## config.mk

```make
export PLATFORM = sky130hd
export DESIGN_NAME = spi_page_loader
export DESIGN_NICKNAME = d
export VERILOG_FILES = /design/src/rtl/bubble_pkg.sv /design/src/rtl/spi_shift_engine.sv /design/src/rtl/spi_page_loader.sv
export SDC_FILE = /design/constraint.sdc
export NUM_CORES = 1
export LEC_CHECK = 0
export ABC_AREA = 1
export CAP_MARGIN = 20
export CORE_UTILIZATION = 54
export DETAILED_ROUTE_END_ITERATION = 8
export PLACE_DENSITY = 0.78
export SKIP_LAST_GASP = 1
export SLEW_MARGIN = 0
export SYNTH_ARGS = -nofsm -noshare
export SYNTH_HDL_FRONTEND = slang
export SYNTH_HIERARCHICAL = 1
export SYNTH_SLANG_ARGS = --single-unit
```

## constraint.sdc

```tcl
create_clock -name master_clock -period 3.7 [get_ports master_clock]
set_input_delay 0.37 -clock master_clock [delete_from_list [all_inputs] [get_ports master_clock]]
set_output_delay 0.37 -clock master_clock [all_outputs]
set_load 0.01 [all_outputs]
```

## src/rtl/bubble_pkg.sv

```systemverilog
`default_nettype none
// ============================================================================
// Module      : bubble_pkg
// Description : Shared constants and state encoding for the SPI page loader.
// Revision    : 1.0 - initial release
// ============================================================================
package bubble_pkg;

    localparam logic [7:0]  SPI_CMD_READ = 8'h03;
    localparam logic [11:0] BOOT_PAGE    = 12'h805;
    localparam int          PAGE_ENTRIES = 512;
    localparam int          BOOT_ENTRIES = 2048;

    typedef enum logic [2:0] {
        IDLE = 3'd0,
        CMD  = 3'd1,
        ADDR = 3'd2,
        DATA = 3'd3,
        DONE = 3'd4
    } state_e;

endpackage
`default_nettype wire

```

## src/rtl/spi_shift_engine.sv

```systemverilog
`default_nettype none
// ============================================================================
// Module      : spi_shift_engine
// Description : SPI mode-0 clock divider with rise/fall bit strobes and MISO sampling.
// Revision    : 1.0 - initial release
// ============================================================================
module spi_shift_engine #(
    parameter int SCLK_HALF = 2
) (
    input  logic clk,
    input  logic rst,
    input  logic i_run,
    input  logic i_clear,
    input  logic i_hold,
    input  logic i_miso,
    output logic o_sclk,
    output logic o_bit_tick_rise,
    output logic o_bit_tick_fall,
    output logic o_rx_bit,
    output logic o_rx_valid
);

    logic [3:0] cnt_q, cnt_d;
    logic       sclk_q, sclk_d;
    logic       rx_bit_q, rx_bit_d;
    logic       rx_valid_q, rx_valid_d;
    logic       w_half_end;

    assign w_half_end      = (cnt_q == 4'(SCLK_HALF - 1));
    assign o_bit_tick_rise = i_run && !sclk_q && !i_hold && w_half_end;
    assign o_bit_tick_fall = i_run && sclk_q && w_half_end;

    // Strobes never depend on i_clear, so the caller may derive i_clear from its next state.
    always_comb begin
        cnt_d      = cnt_q;
        sclk_d     = sclk_q;
        rx_bit_d   = o_bit_tick_rise ? i_miso : rx_bit_q;
        rx_valid_d = o_bit_tick_rise;
        if (!i_run || i_clear || (!sclk_q && i_hold)) begin
            cnt_d  = 4'd0;
            sclk_d = 1'b0;
        end else if (w_half_end) begin
            cnt_d  = 4'd0;
            sclk_d = ~sclk_q;
        end else begin
            cnt_d  = cnt_q + 4'd1;
        end
    end

    always_ff @(posedge clk) begin
        if (rst) begin
            cnt_q      <= 4'd0;
            sclk_q     <= 1'b0;
            rx_bit_q   <= 1'b0;
            rx_valid_q <= 1'b0;
        end else begin
            cnt_q      <= cnt_d;
            sclk_q     <= sclk_d;
            rx_bit_q   <= rx_bit_d;
            rx_valid_q <= rx_valid_d;
        end
    end

    assign o_sclk     = sclk_q;
    assign o_rx_bit   = rx_bit_q;
    assign o_rx_valid = rx_valid_q;

endmodule
`default_nettype wire

```

## src/rtl/spi_page_loader.sv

```systemverilog
`default_nettype none
// ============================================================================
// Module      : spi_page_loader
// Description : Fetches a page or bootloader block from SPI NOR flash and unpacks
//               it into 2-bit entries of the bubble output buffer.
// Revision    : 1.0 - initial release
// ============================================================================
module spi_page_loader
    import bubble_pkg::*;
#(
    parameter int          SCLK_HALF    = 2,
    parameter int          PAGE_ENTRIES = bubble_pkg::PAGE_ENTRIES,
    parameter int          BOOT_ENTRIES = bubble_pkg::BOOT_ENTRIES,
    parameter logic [11:0] BOOT_PAGE    = bubble_pkg::BOOT_PAGE
) (
    input  logic        master_clock,
    input  logic        reset,
    input  logic [2:0]  image_number,
    input  logic [21:0] start_of_page_address,
    input  logic        load_page,
    input  logic        load_bootloader,
    output logic [10:0] bubble_buffer_write_address,
    output logic [1:0]  bubble_buffer_data_input,
    output logic        bubble_buffer_write_enable,
    output logic        bubble_buffer_write_clock,
    output logic        spi_cs_n,
    output logic        spi_sclk,
    output logic        spi_mosi,
    input  logic        spi_miso,
    output logic        busy,
    output logic        done
);

    state_e      state_q, state_n;
    logic        prev_page_q, prev_page_d, prev_boot_q, prev_boot_d;
    logic        boot_q, boot_d;
    logic [30:0] tx_q, tx_d;
    logic [4:0]  bit_cnt_q, bit_cnt_d;
    logic [12:0] rx_cnt_q, rx_cnt_d;
    logic [11:0] tgt_q, tgt_d;
    logic        pair_q, pair_d, first_q, first_d;
    logic [10:0] addr_q, addr_d;
    logic [1:0]  data_q, data_d;
    logic        we_n_q, we_n_d, cs_n_q, cs_n_d, mosi_q, mosi_d;
    logic        busy_q, busy_d, done_q, done_d;

    logic        w_trig_page, w_trig_boot, w_abort, w_last, w_hold;
    logic        w_run, w_clear, w_rise, w_fall, w_rx_bit, w_rx_valid;
    logic [23:0] w_flash_addr;

    assign w_trig_page  = prev_page_q & ~load_page;
    assign w_trig_boot  = prev_boot_q & ~load_bootloader;
    assign w_abort      = boot_q ? load_bootloader : load_page;
    assign w_last       = ({1'b0, addr_q} == (tgt_q - 12'd1));
    assign w_hold       = (state_q == DATA) && (rx_cnt_q == {tgt_q, 1'b0});
    assign w_run        = (state_q == CMD) || (state_q == ADDR) || (state_q == DATA);
    assign w_clear      = !((state_n == CMD) || (state_n == ADDR) || (state_n == DATA));
    assign w_flash_addr = w_trig_boot ? {2'b00, image_number, BOOT_PAGE, 7'b0}
                                      : {2'b00, start_of_page_address};

    spi_shift_engine #(.SCLK_HALF(SCLK_HALF)) u_engine (
        .clk             (master_clock),
        .rst             (reset),
        .i_run           (w_run),
        .i_clear         (w_clear),
        .i_hold          (w_hold),
        .i_miso          (spi_miso),
        .o_sclk          (spi_sclk),
        .o_bit_tick_rise (w_rise),
        .o_bit_tick_fall (w_fall),
        .o_rx_bit        (w_rx_bit),
        .o_rx_valid      (w_rx_valid)
    );

    always_ff @(posedge master_clock) begin
        if (reset) state_q <= IDLE;
        else       state_q <= state_n;
    end

    always_comb begin
        state_n = state_q;
        case (state_q)
            IDLE: if (w_trig_page || w_trig_boot)      state_n = CMD;
            CMD:  if (w_abort)                         state_n = IDLE;
                  else if (w_fall && bit_cnt_q == 5'd7) state_n = ADDR;
            ADDR: if (w_abort)                          state_n = IDLE;
                  else if (w_fall && bit_cnt_q == 5'd31) state_n = DATA;
            DATA: if (w_abort)                          state_n = IDLE;
                  else if (!we_n_q && w_last)           state_n = DONE;
            DONE:                                       state_n = IDLE;
            default:                                    state_n = IDLE;
        endcase
    end

    // Registered outputs follow the next state, so cs_n/busy/done change with the state itself.
    always_comb begin
        prev_page_d = load_page;
        prev_boot_d = load_bootloader;
        boot_d      = boot_q;
        tx_d        = tx_q;
        bit_cnt_d   = bit_cnt_q;
        rx_cnt_d    = rx_cnt_q;
        tgt_d       = tgt_q;
        pair_d      = pair_q;
        first_d     = first_q;
        addr_d      = addr_q;
        data_d      = data_q;
        mosi_d      = mosi_q;
        we_n_d      = 1'b1;
        cs_n_d      = w_clear;
        busy_d      = (state_n != IDLE);
        done_d      = (state_n == DONE);
        case (state_q)
            IDLE: if (w_trig_page || w_trig_boot) begin
                boot_d    = w_trig_boot;
                tx_d      = {SPI_CMD_READ[6:0], w_flash_addr};
                mosi_d    = SPI_CMD_READ[7];
                tgt_d     = w_trig_boot ? 12'(BOOT_ENTRIES) : 12'(PAGE_ENTRIES);
                addr_d    = 11'd0;
                bit_cnt_d = 5'd0;
                rx_cnt_d  = 13'd0;
                pair_d    = 1'b0;
            end
            CMD, ADDR: if (w_fall) begin
                bit_cnt_d = bit_cnt_q + 5'd1;
                mosi_d    = tx_q[30];
                tx_d      = {tx_q[29:0], 1'b0};
            end
            DATA: begin
                if (w_rise) rx_cnt_d = rx_cnt_q + 13'd1;
                if (w_rx_valid) begin
                    if (!pair_q) begin
                        first_d = w_rx_bit;
                        pair_d  = 1'b1;
                    end else begin
                        data_d  = {first_q, w_rx_bit};
                        we_n_d  = (state_n != DATA);
                        pair_d  = 1'b0;
                    end
                end
                if (!we_n_q && !w_last) addr_d = addr_q + 11'd1;
            end
            default: ;
        endcase
        if (w_clear) mosi_d = 1'b0;
    end

    always_ff @(posedge master_clock) begin
        if (reset) begin
            prev_page_q <= 1'b1;
            prev_boot_q <= 1'b1;
            boot_q      <= 1'b0;
            tx_q        <= 31'd0;
            bit_cnt_q   <= 5'd0;
            rx_cnt_q    <= 13'd0;
            tgt_q       <= 12'd0;
            pair_q      <= 1'b0;
            first_q     <= 1'b0;
            addr_q      <= 11'd0;
            data_q      <= 2'd0;
            mosi_q      <= 1'b0;
            we_n_q      <= 1'b1;
            cs_n_q      <= 1'b1;
            busy_q      <= 1'b0;
            done_q      <= 1'b0;
        end else begin
            prev_page_q <= prev_page_d;
            prev_boot_q <= prev_boot_d;
            boot_q      <= boot_d;
            tx_q        <= tx_d;
            bit_cnt_q   <= bit_cnt_d;
            rx_cnt_q    <= rx_cnt_d;
            tgt_q       <= tgt_d;
            pair_q      <= pair_d;
            first_q     <= first_d;
            addr_q      <= addr_d;
            data_q      <= data_d;
            mosi_q      <= mosi_d;
            we_n_q      <= we_n_d;
            cs_n_q      <= cs_n_d;
            busy_q      <= busy_d;
            done_q      <= done_d;
        end
    end

    assign bubble_buffer_write_address = addr_q;
    assign bubble_buffer_data_input    = data_q;
    assign bubble_buffer_write_enable  = we_n_q;
    assign bubble_buffer_write_clock   = master_clock;
    assign spi_cs_n                    = cs_n_q;
    assign spi_mosi                    = mosi_q;
    assign busy                        = busy_q;
    assign done                        = done_q;

endmodule
`default_nettype wire

```

==> flow_metrics.py <==
metrics = {
    "cts": {
        "clk_latency_ns": 0.47,
        "clk_pin_slew_ns": 0.08,
        "tritoncts": "done",
        "post-cts-setup-buffers": 0,
        "post_cts_resize_count": 0,
        "postCtsHoldBufs": 0,
    },
    "worst_setup_path": {
        "cp_top_family": "buffers and inverters",
        "arrival_ns": 2.53,
        "path_buf_inv": 3,
        "worstSetupPathType": "clock port to primary output",
        "max_stage_delay_ns": 0.46,
        "crit_path_frequent_cell": "clkbuf_8",
        "cp_cell_sequence": "clkbuf_8, clkbuf_8, clkdlybuf4s50_1",
        "crit_slowest_cell": "clkdlybuf4s50_1",
        "startpoint_type": "clock port",
        "cp.required_ns": 3.33,
        "endpoint_kind": "primary output",
        "path_max_fanout": 2,
    },
    "sta": {
        "worst_slew_pin_slew_ns": 0.753,
        "rsz0062_at_grt": "false",
        "tns_ns": 0,
        "final_max_slew_viol_count": 0,
        "hold_viol": 0,
        "worst_slack_ns": 0.797,
        "setup_viol_count_final": 0,
        "max_slew_margin_pct": 49.3,
        "skew_ns": 0.0124,
    },
    "min_path": {
        "hold_path.class": "register to register",
    },
    "drt": {
        "wl_um": 8880,
        "drc": 0,
        "drt_iter0_markers": 221,
        "ant_nets": 0,
        "wl_per_cell_um": 12.9,
        "dr.pass1.iters": 4,
        "viasPerCell": 5.45,
        "vias": 3754,
    },
    "placed_design": {
        "post-place-ws_ns": 1.02,
        "numPortBuffers": 49,
        "place_congestion": 0.899,
        "hpwl_um": 6270,
    },
    "floorplan": {
        "initial_utilization_pct": 57.0,
        "die-area_mm2": 0.00763,
        "io_pins": 50,
        "core_region_area_mm2": 0.00691,
        "rows": 30,
        "die_h_um": 87.4,
        "dieWidth_um": 87.4,
    },
    "global_route": {
        "grt_pass1_vias": 3391,
        "antenna_found_initial": 0,
        "grt_start_max_net_pins": 47,
        "grt_use_total_pct": 25.8,
        "grt_overflow": 0,
        "grt_pass1_wl_um": 15200,
    },
    "synth": {
        "yosys_warnings": 6,
        "synth-adder-area-share_pct": 2.23,
        "syn-num-nets": 581,
        "synth-simple-area-share_pct": 32.4,
        "syn_area_mm2": 0.00394,
        "synth_compound_area_share_pct": 14.3,
        "synth_cells": 544,
        "synth_cell_type_count": 37,
        "ys_async_sr_fraction_pct": 0,
        "muxShareOfSynthArea_pct": 0,
        "syn_avg_cell_area_um2": 7.23,
        "synth.ff_latch_count": 83,
        "yosys.area_share.xor_xnor_pct": 1.34,
        "yosysSeqAreaShare_pct": 42.2,
        "synth_top_family_by_area": "simple AND/OR/NAND/NOR gates",
        "synth_edf_count": 0,
        "synth_ff_type": "dfxtp_1",
    },
    "cells_and_area": {
        "area.growth.synth_to_final_pct": 21.0,
        "layout_common_cells": "nand2_1 (110), dfxtp_1 (83), nor2_1 (72), nand3_1 (51), clkdlybuf4s50_1 (49)",
        "antenna_cells": 0,
        "nets": 626,
        "layout-drive-gt1-share_pct": 8.43,
        "final_common_cell": "nand2_1",
        "fillCellCount": 600,
    },
    "power_and_ir_drop": {
        "cellLeakagePower_nw": 1.79,
        "total_power_mw": 2.07,
        "power_density_mw_per_mm2": 434,
        "ir_worst_vdd_mv": 0.379,
    },
    "status": {
        "status": "finished clean",
    },
    "job": {
        "maxCapViolCount": 0,
    },
}
## logic make-up (layout without fill, tap and decap cells)
family / after synthesis / after routing
XOR/XNOR: 6 / 6
flip-flops: 83 / 83
buffers and inverters: 71 / 120
adder cells (fa/ha/maj): 7 / 7
AO/OA/AOI/OAI: 96 / 96
AND/OR/NAND/NOR: 281 / 281
## where the power goes
part           switching [mW]  leakage [nW]  internal [mW]
Combinational           0.139         0.971         0.0869
Sequential             0.0216         0.676          0.932
Clock                   0.354         0.141          0.534
Total                   0.515          1.79           1.55
## path summary, 6_finish.rpt
path | endpoint | start | slack, ns | depth (start not counted)
worst min register to register | tx_q[24]$_SDFFE_PP0P_ | tx_q[24]$_SDFFE_PP0P_ | 0.46 | 2
worst max-delay path | bubble_buffer_write_clock | master_clock | 0.80 | 3
worst max register to register | bit_cnt_q[0]$_SDFFE_PP0P_ | state_q[0]$_SDFF_PP0_ | 1.03 | 12
worst min-delay path | tx_q[24]$_SDFFE_PP0P_ | tx_q[24]$_SDFFE_PP0P_ | 0.46 | 2
## final cells by class
cell class | instances | area (µm²) | share of cell area (%)
clock buffers | 13 | 175 | 3.68
well taps | 96 | 120 | 2.52
flip-flops and latches | 83 | 1660 | 34.9
inverters | 47 | 176 | 3.71
multi-input cells | 390 | 1990 | 41.7
clock inverters | 6 | 115 | 2.42
repair buffers | 54 | 526 | 11.0
## registers in the layout, summed over array words and instances, names as in the netlist, 2 cells and up
signal and flops:
bubble_buffer_write_address 11, state_q 3, tx_q 31, tgt_q 2, u_engine/cnt_q 4, bit_cnt_q 5, rx_cnt_q 13, bubble_buffer_data_input 2
## layer usage
layer	up-vias	track usage, %	share of wire (%)
li1	1902	-	-
met1	1719	32.1	45
met2	114	41.3	47
met3	19	5.40	5.2
met4	0	14.5	2.3
met5	-	0	0
## synthesized netlist by cell type, types with 3 or more instances
master | instances | area share [%]
nand3_2 | 4 | 1.0
dfxtp_1 | 83 | 42
o21ai_0 | 24 | 3.1
nor2_2 | 5 | 0.79
nor2_1 | 72 | 6.9
a311oi_1 | 15 | 3.3
buf_2 | 5 | 0.64
inv_2 | 4 | 0.38
inv_1 | 43 | 4.1
ha_1 | 7 | 2.2
nand2_2 | 4 | 0.64
nand4_1 | 11 | 1.7
buf_4 | 4 | 0.76
a21oi_1 | 46 | 5.9
nand3_1 | 51 | 6.5
clkbuf_1 | 13 | 1.2
xor2_1 | 4 | 0.89
nand2_1 | 110 | 10
nor3_1 | 10 | 1.3
nor4_1 | 4 | 0.64
a31oi_1 | 3 | 0.48
a211oi_1 | 4 | 0.76
## metrics by stage
stage | hold slack [ns] | cells | area [µm²] | utilization [%]
after CTS | 0.463 | 689 | 4760 | 68.9
after global routing | 0.484 | 689 | 4760 | 68.9
final | 0.462 | 689 | 4760 | 68.9
after global placement | 0.446 | 671 | 4480 | 64.9
after detailed placement | 0.451 | 671 | 4480 | 64.9
after floorplan | 0.434 | 544 | 3940 | -
## worst register-to-register path: stages, from the launching register on
cell and delay [ns]:
dfxtp_1 0.36, inv_2 0.11, nand3_1 0.10, nand2_1 0.11, inv_2 0.17, nand2_1 0.17, nand2_1 0.07, nor2_1 0.14
inv_1 0.10, o21ai_4 0.54, inv_2 0.28, or2_2 0.33, a21oi_1 0.13
Note: power is estimated with default switching activity, not from simulation.
